===== src/rtl/lu_arbiter_pkg.sv =====
// Shared types and constants for the two-requester OR/NOR logic-unit arbiter.
package lu_arbiter_pkg;

    typedef enum logic [1:0] {
        IDLE = 2'd0,
        EXEC = 2'd1,
        RESP = 2'd2
    } lu_state_e;

    localparam logic OP_NOR = 1'b0;
    localparam logic OP_OR  = 1'b1;

endpackage


===== src/rtl/lu_core.sv =====
// Combinational bitwise logic unit: OR or NOR of two operands, selected by op.
module lu_core
    import lu_arbiter_pkg::*;
#(
    parameter int unsigned WIDTH = 4
) (
    input  logic [WIDTH-1:0] a,
    input  logic [WIDTH-1:0] b,
    input  logic             op,
    output logic [WIDTH-1:0] y
);

    logic [WIDTH-1:0] or_res;

    always_comb begin
        or_res = a | b;
        y      = (op == OP_OR) ? or_res : ~or_res;
    end

endmodule


===== src/rtl/lu_arbiter.sv =====
// Round-robin arbiter sharing one lu_core between two requesters (IDLE -> EXEC -> RESP).
// Optional LU_ARBITER_STATS_EN adds an 8-bit wrapping count of completed responses.
module lu_arbiter
    import lu_arbiter_pkg::*;
#(
    parameter int unsigned WIDTH = 4
) (
    input  logic               clk,
    input  logic               rst_n,
    input  logic [1:0]         req_valid,
    output logic [1:0]         req_ready,
    input  logic [2*WIDTH-1:0] req_a,
    input  logic [2*WIDTH-1:0] req_b,
    input  logic [1:0]         req_op,
    output logic               rsp_valid,
    input  logic               rsp_ready,
    output logic [WIDTH-1:0]   rsp_data,
    output logic               rsp_id,
    output logic               busy
`ifdef LU_ARBITER_STATS_EN
    ,
    output logic [7:0]         op_count
`endif
);

    lu_state_e        state_q, state_d;
    logic             last_grant_q;
    logic [WIDTH-1:0] a_q, b_q;
    logic             op_q, id_q;
    logic [WIDTH-1:0] rsp_data_q;
    logic             rsp_id_q;
    logic [WIDTH-1:0] lu_y;

    logic             grant_id;
    logic             capture;
    logic             handshake;

    // With both pending the requester that did not win last time goes first.
    always_comb begin
        if (req_valid == 2'b11) begin
            grant_id = ~last_grant_q;
        end else begin
            grant_id = req_valid[1];
        end
    end

    always_comb begin
        state_d   = state_q;
        capture   = 1'b0;
        handshake = 1'b0;
        req_ready = 2'b00;
        unique case (state_q)
            IDLE: begin
                if (|req_valid) begin
                    capture = 1'b1;
                    state_d = EXEC;
                    // Gated by rst_n so req_ready is low while reset is held.
                    if (rst_n) begin
                        req_ready = grant_id ? 2'b10 : 2'b01;
                    end
                end
            end
            EXEC: state_d = RESP;
            RESP: begin
                if (rsp_ready) begin
                    handshake = 1'b1;
                    state_d   = IDLE;
                end
            end
            default: state_d = IDLE;
        endcase
    end

    lu_core #(
        .WIDTH(WIDTH)
    ) u_lu_core (
        .a  (a_q),
        .b  (b_q),
        .op (op_q),
        .y  (lu_y)
    );

    always_ff @(posedge clk or negedge rst_n) begin
        if (!rst_n) begin
            state_q      <= IDLE;
            last_grant_q <= 1'b1;
            a_q          <= '0;
            b_q          <= '0;
            op_q         <= OP_NOR;
            id_q         <= 1'b0;
            rsp_data_q   <= '0;
            rsp_id_q     <= 1'b0;
        end else begin
            state_q <= state_d;
            if (capture) begin
                a_q  <= grant_id ? req_a[2*WIDTH-1:WIDTH] : req_a[WIDTH-1:0];
                b_q  <= grant_id ? req_b[2*WIDTH-1:WIDTH] : req_b[WIDTH-1:0];
                op_q <= req_op[grant_id];
                id_q <= grant_id;
            end
            if (state_q == EXEC) begin
                rsp_data_q <= lu_y;
                rsp_id_q   <= id_q;
            end
            if (handshake) begin
                last_grant_q <= rsp_id_q;
            end
        end
    end

`ifdef LU_ARBITER_STATS_EN
    logic [7:0] op_count_q;

    always_ff @(posedge clk or negedge rst_n) begin
        if (!rst_n) begin
            op_count_q <= 8'd0;
        end else if (handshake) begin
            op_count_q <= op_count_q + 8'd1;
        end
    end

    assign op_count = op_count_q;
`endif

    assign rsp_valid = (state_q == RESP);
    assign rsp_data  = rsp_data_q;
    assign rsp_id    = rsp_id_q;
    assign busy      = (state_q != IDLE);

endmodule


===== config.mk =====
export PLATFORM = sky130hd
export DESIGN_NAME = lu_arbiter
export DESIGN_NICKNAME = d
export VERILOG_FILES = /design/src/rtl/lu_arbiter_pkg.sv /design/src/rtl/lu_core.sv /design/src/rtl/lu_arbiter.sv
export SDC_FILE = /design/constraint.sdc
export NUM_CORES = 1
export LEC_CHECK = 0
export BUFFER_PORTS_ARGS = -buffer_cell sky130_fd_sc_hd__buf_2
export CAP_MARGIN = 20
export CELL_PAD_IN_SITES_DETAIL_PLACEMENT = 1
export CELL_PAD_IN_SITES_GLOBAL_PLACEMENT = 2
export CORE_ASPECT_RATIO = 1.25
export CORE_MARGIN = 2
export CORE_UTILIZATION = 30
export DETAILED_ROUTE_END_ITERATION = 8
export PLACE_DENSITY_LB_ADDON = 0.05
export RECOVER_POWER = 100
export SYNTH_ARGS = -nofsm -noshare
export SYNTH_HDL_FRONTEND = slang
export SYNTH_SLANG_ARGS = --single-unit

===== constraint.sdc =====
create_clock -name clk -period 1.7 [get_ports clk]
set_input_delay 0.085 -clock clk [delete_from_list [all_inputs] [get_ports clk]]
set_output_delay 0.085 -clock clk [all_outputs]
set_load 0.01 [all_outputs]

==> metrics.md <==
| Metric | Value |
|---|---|
| Mapped Area | 920.9 um2 |
| Critical R2R Capture | op_q |
| # Post-CTS Setup Buffers | 0 |
| Height of the die | 65.95 um |
| First-pass GRT wire length | 3.160 mm |
| RSZ-0062 raised after global routing | false |
| Gate Count Post-Synth | 72 |
| Synth unique cells | 18 |
| First DRT Iteration DRCs | 1 |
| Max incr delay on CP | 410 ps |
| Fmax | 0.6312 GHz |
| Area of placed instances | 1112 um2 |
| Endpoint, Worst Hold | a_q[1] |
| Port Buf Inserts | 31 |
| Setup TNS Final | 0 ps |
| Reg clk slew, reported paths | 100 ps |
| Status | complete, no violations |
| Fin util | 0.3845 |
| YS warnings | 0 |
| Tcrit/Tclk final | 0.9320 |
| Relative slew slack | 0.6443 |
| Die width | 53.56 um |
| Critical path origin | state_q[1] |
| Routed WL per cell | 12.67 um |
| Final Cell Area | 1132 um2 |
| Worst vdd ir | 0.6670 mV |
| Worst skew pair latency | approximately 280 ps |
| Setup Skew | around 1.2 ps |
| Hold Startpoint | req_a[5] |
| Arr. time, crit path | about 1500 ps |
| Site Rows | 22 |
| Tmin final | 1584 ps |
| Seq/Total Area, Yosys | 0.4905 |
| Initial Utilization | 0.3127 |
| DP HPWL | 1.403 mm |
| Number of max-cap violations | 0 |
| Leak | 0.5392 nW |
| Initial antenna violation count | 0 |
| Syn Area/Cell | around 13 um2 |
| GPL Wtd Cong | 0.6631 |
| CTS H-tree depth | 1 |
| Post-route DRC | 0 |
| Area growth from synthesis to layout | 22.96% |
| Hold crit path type | in -> reg |
| Final setup fails | 0 |
| Final Hold Fails | 0 |
| PD cells | around 1600 nW/um2 |
| Cells after DPL | 137 |
| Layout cells sized above 1 | 0.4206 |
| Nets | 131 |
| Vias in the first global route | 690 |
| Core Region | 2945 um2 |
| Worst reg2reg startpoint | last_grant_q |
| Setup crit start kind | flip-flop |
| Routed Antenna Nets | 0 |
| Layout Cells excl Fill | 143 |
| Worst hold stages | 3 |
| Slew Limit Fails | 0 |
| Crit Path Max Fanout | 12 |
| Reg2reg path depth | 3 |
| Worst slew pin tran | roughly 530 ps |
| Pre-antenna DRT Iters | 2 |
| Global route overflow | 0 |
| Num ports | 32 |
| FF-to-FF setup slack | around 180 ps |
| GRT Resource Usage Total | 0.1242 |
| Sink Count | 18 |
| Root buf cell | clkbuf_4 |
| Post-Syn Nets | 95 |
| Die ar. | 3532 um2 |
| CP max stage cell | dfrtp_1 |
| Crit Path Category | reg -> out |
| Worst setup EP type | output pin |
| Vias | 626 |
| CTS tree | done |
| Num CTS Buffers | 3 |
| Total power | 0.001865 W |
| CP cell instances | nor2_2 > o21a_1 > buf_6 > and3_2 > clkbuf_2 |
| Vias/cell | 4.378 |
| Final WL | 1.812 mm |
| Diodes inserted | 0 |
| Largest net degree at the start of global routing | 13 |
| Longest Clk Path Bufs | 2 |
| Synth Register Bits | 18 |
| Worst endpoint required time | between 1500 and 2000 ps |
==> cells in the mapped netlist (all sizes together) <==
master,count,area share
nand2,5,0.020
and3,1,0.0082
nand2b,2,0.014
a21bo,1,0.018
o22ai,1,0.0068
clkbuf,2,0.0082
dfstp,1,0.029
xnor2,4,0.038
dfrtp,17,0.46
inv,4,0.016
o21a,1,0.0082
o21ai,5,0.027
nor2,5,0.020
nor3,1,0.0054
mux2,20,0.30
buf,2,0.018
==> worst max-delay path by stage <==
| stage | end | slack [ps] | depth (start not counted) |
|---|---|---|---|
| 6_report | req_ready[0] | 120 | 5 |
| 4_1_cts | req_ready[0] | 40 | 5 |
| 3_5_place_dp | b_q[2] | 160 | 3 |
| 3_3_place_gp | b_q[1] | 210 | 3 |
| 5_1_grt | req_ready[0] | 20 | 5 |
| 2_1_floorplan | op_q | 260 | 4 |
==> area by class of cell <==
cell class / instances / area (um2)
fillers: 336 / 1813
flip-flops and latches: 18 / 451.7
multi-input cells: 46 / 414.1
repair buffers: 35 / 180.2
well taps: 36 / 45.04
clock buffers: 4 / 26.28
inverters: 4 / 15.01
==> stage by stage <==
stage,hold slack (ps),setup slack [ps]
after floorplan,-210.6,256.5
after global placement,-40.27,212.0
after detailed placement,-32.17,161.8
after CTS,138.0,36.05
after global routing,140.5,22.68
final,145.1,115.7
==> state kept, by name, indices dropped and copies added (netlist names) <==
name and flops:
rsp_id 1, last_grant_q 1, b_q 4, a_q 4, state_q 2, op_q 1, rsp_data 4, id_q 1
==> report_power, final <==
group          leakage, nW  total [W]  switching [W]  internal [W]
clock network       0.0150   0.000220       0.000129     0.0000910
registers            0.214   0.000800       0.000147      0.000653
logic                0.310   0.000845       0.000372      0.000473
==> what timing repair did <==
item | in CTS | in global routing
hold endpoints to repair | 19 | 0
hold buffers | 2 | 0
setup endpoints to repair | 0 | 1
resized for setup | 0 | 2
==> worst max-delay path, delay by kind of cell (launching register included) <==
kind                   cells  cell delay [ps]
AND/OR/NAND/NOR            2              350
flip-flops                 1              410
buffers and inverters      2              300
AO/OA/AOI/OAI              1              150
==> cell usage in the layout, fill, tap and decap left out <==
cell type and instances:
clkbuf_1 10, o21ai_0 5, mux2_1 5, nand2_1 5, dlygate4sd3_1 2, and3_2 1
nor2_2 1, mux2_2 6, inv_1 4, buf_2 22, nand2b_1 2, clkbuf_4 3
nor3_1 1, mux2_4 9, nor2_1 4, clkbuf_2 1, o22ai_1 1, o21a_1 1
a21bo_4 1, xnor2_1 4, dfstp_1 1, dfrtp_1 17, buf_6 1
==> metal layers <==
layer / GRT usage / routed length (um) / vias to the layer above
met3: 0.02036 / 78 / 2
li1: - / - / 310
met1: 0.1551 / 846 / 296
met4: 0.05769 / 15 / 0
met5: 0 / 0 / -
met2: 0.2037 / 871 / 18
==> logic make-up after synthesis <==
kind of cell | synth area share
AO/OA/AOI/OAI | 0.05979
AND/OR/NAND/NOR | 0.06793
XOR/XNOR | 0.03804
multiplexers | 0.3016
flip-flops | 0.4905
buffers and inverters | 0.04211
Note: power is estimated with default switching activity, not from simulation.
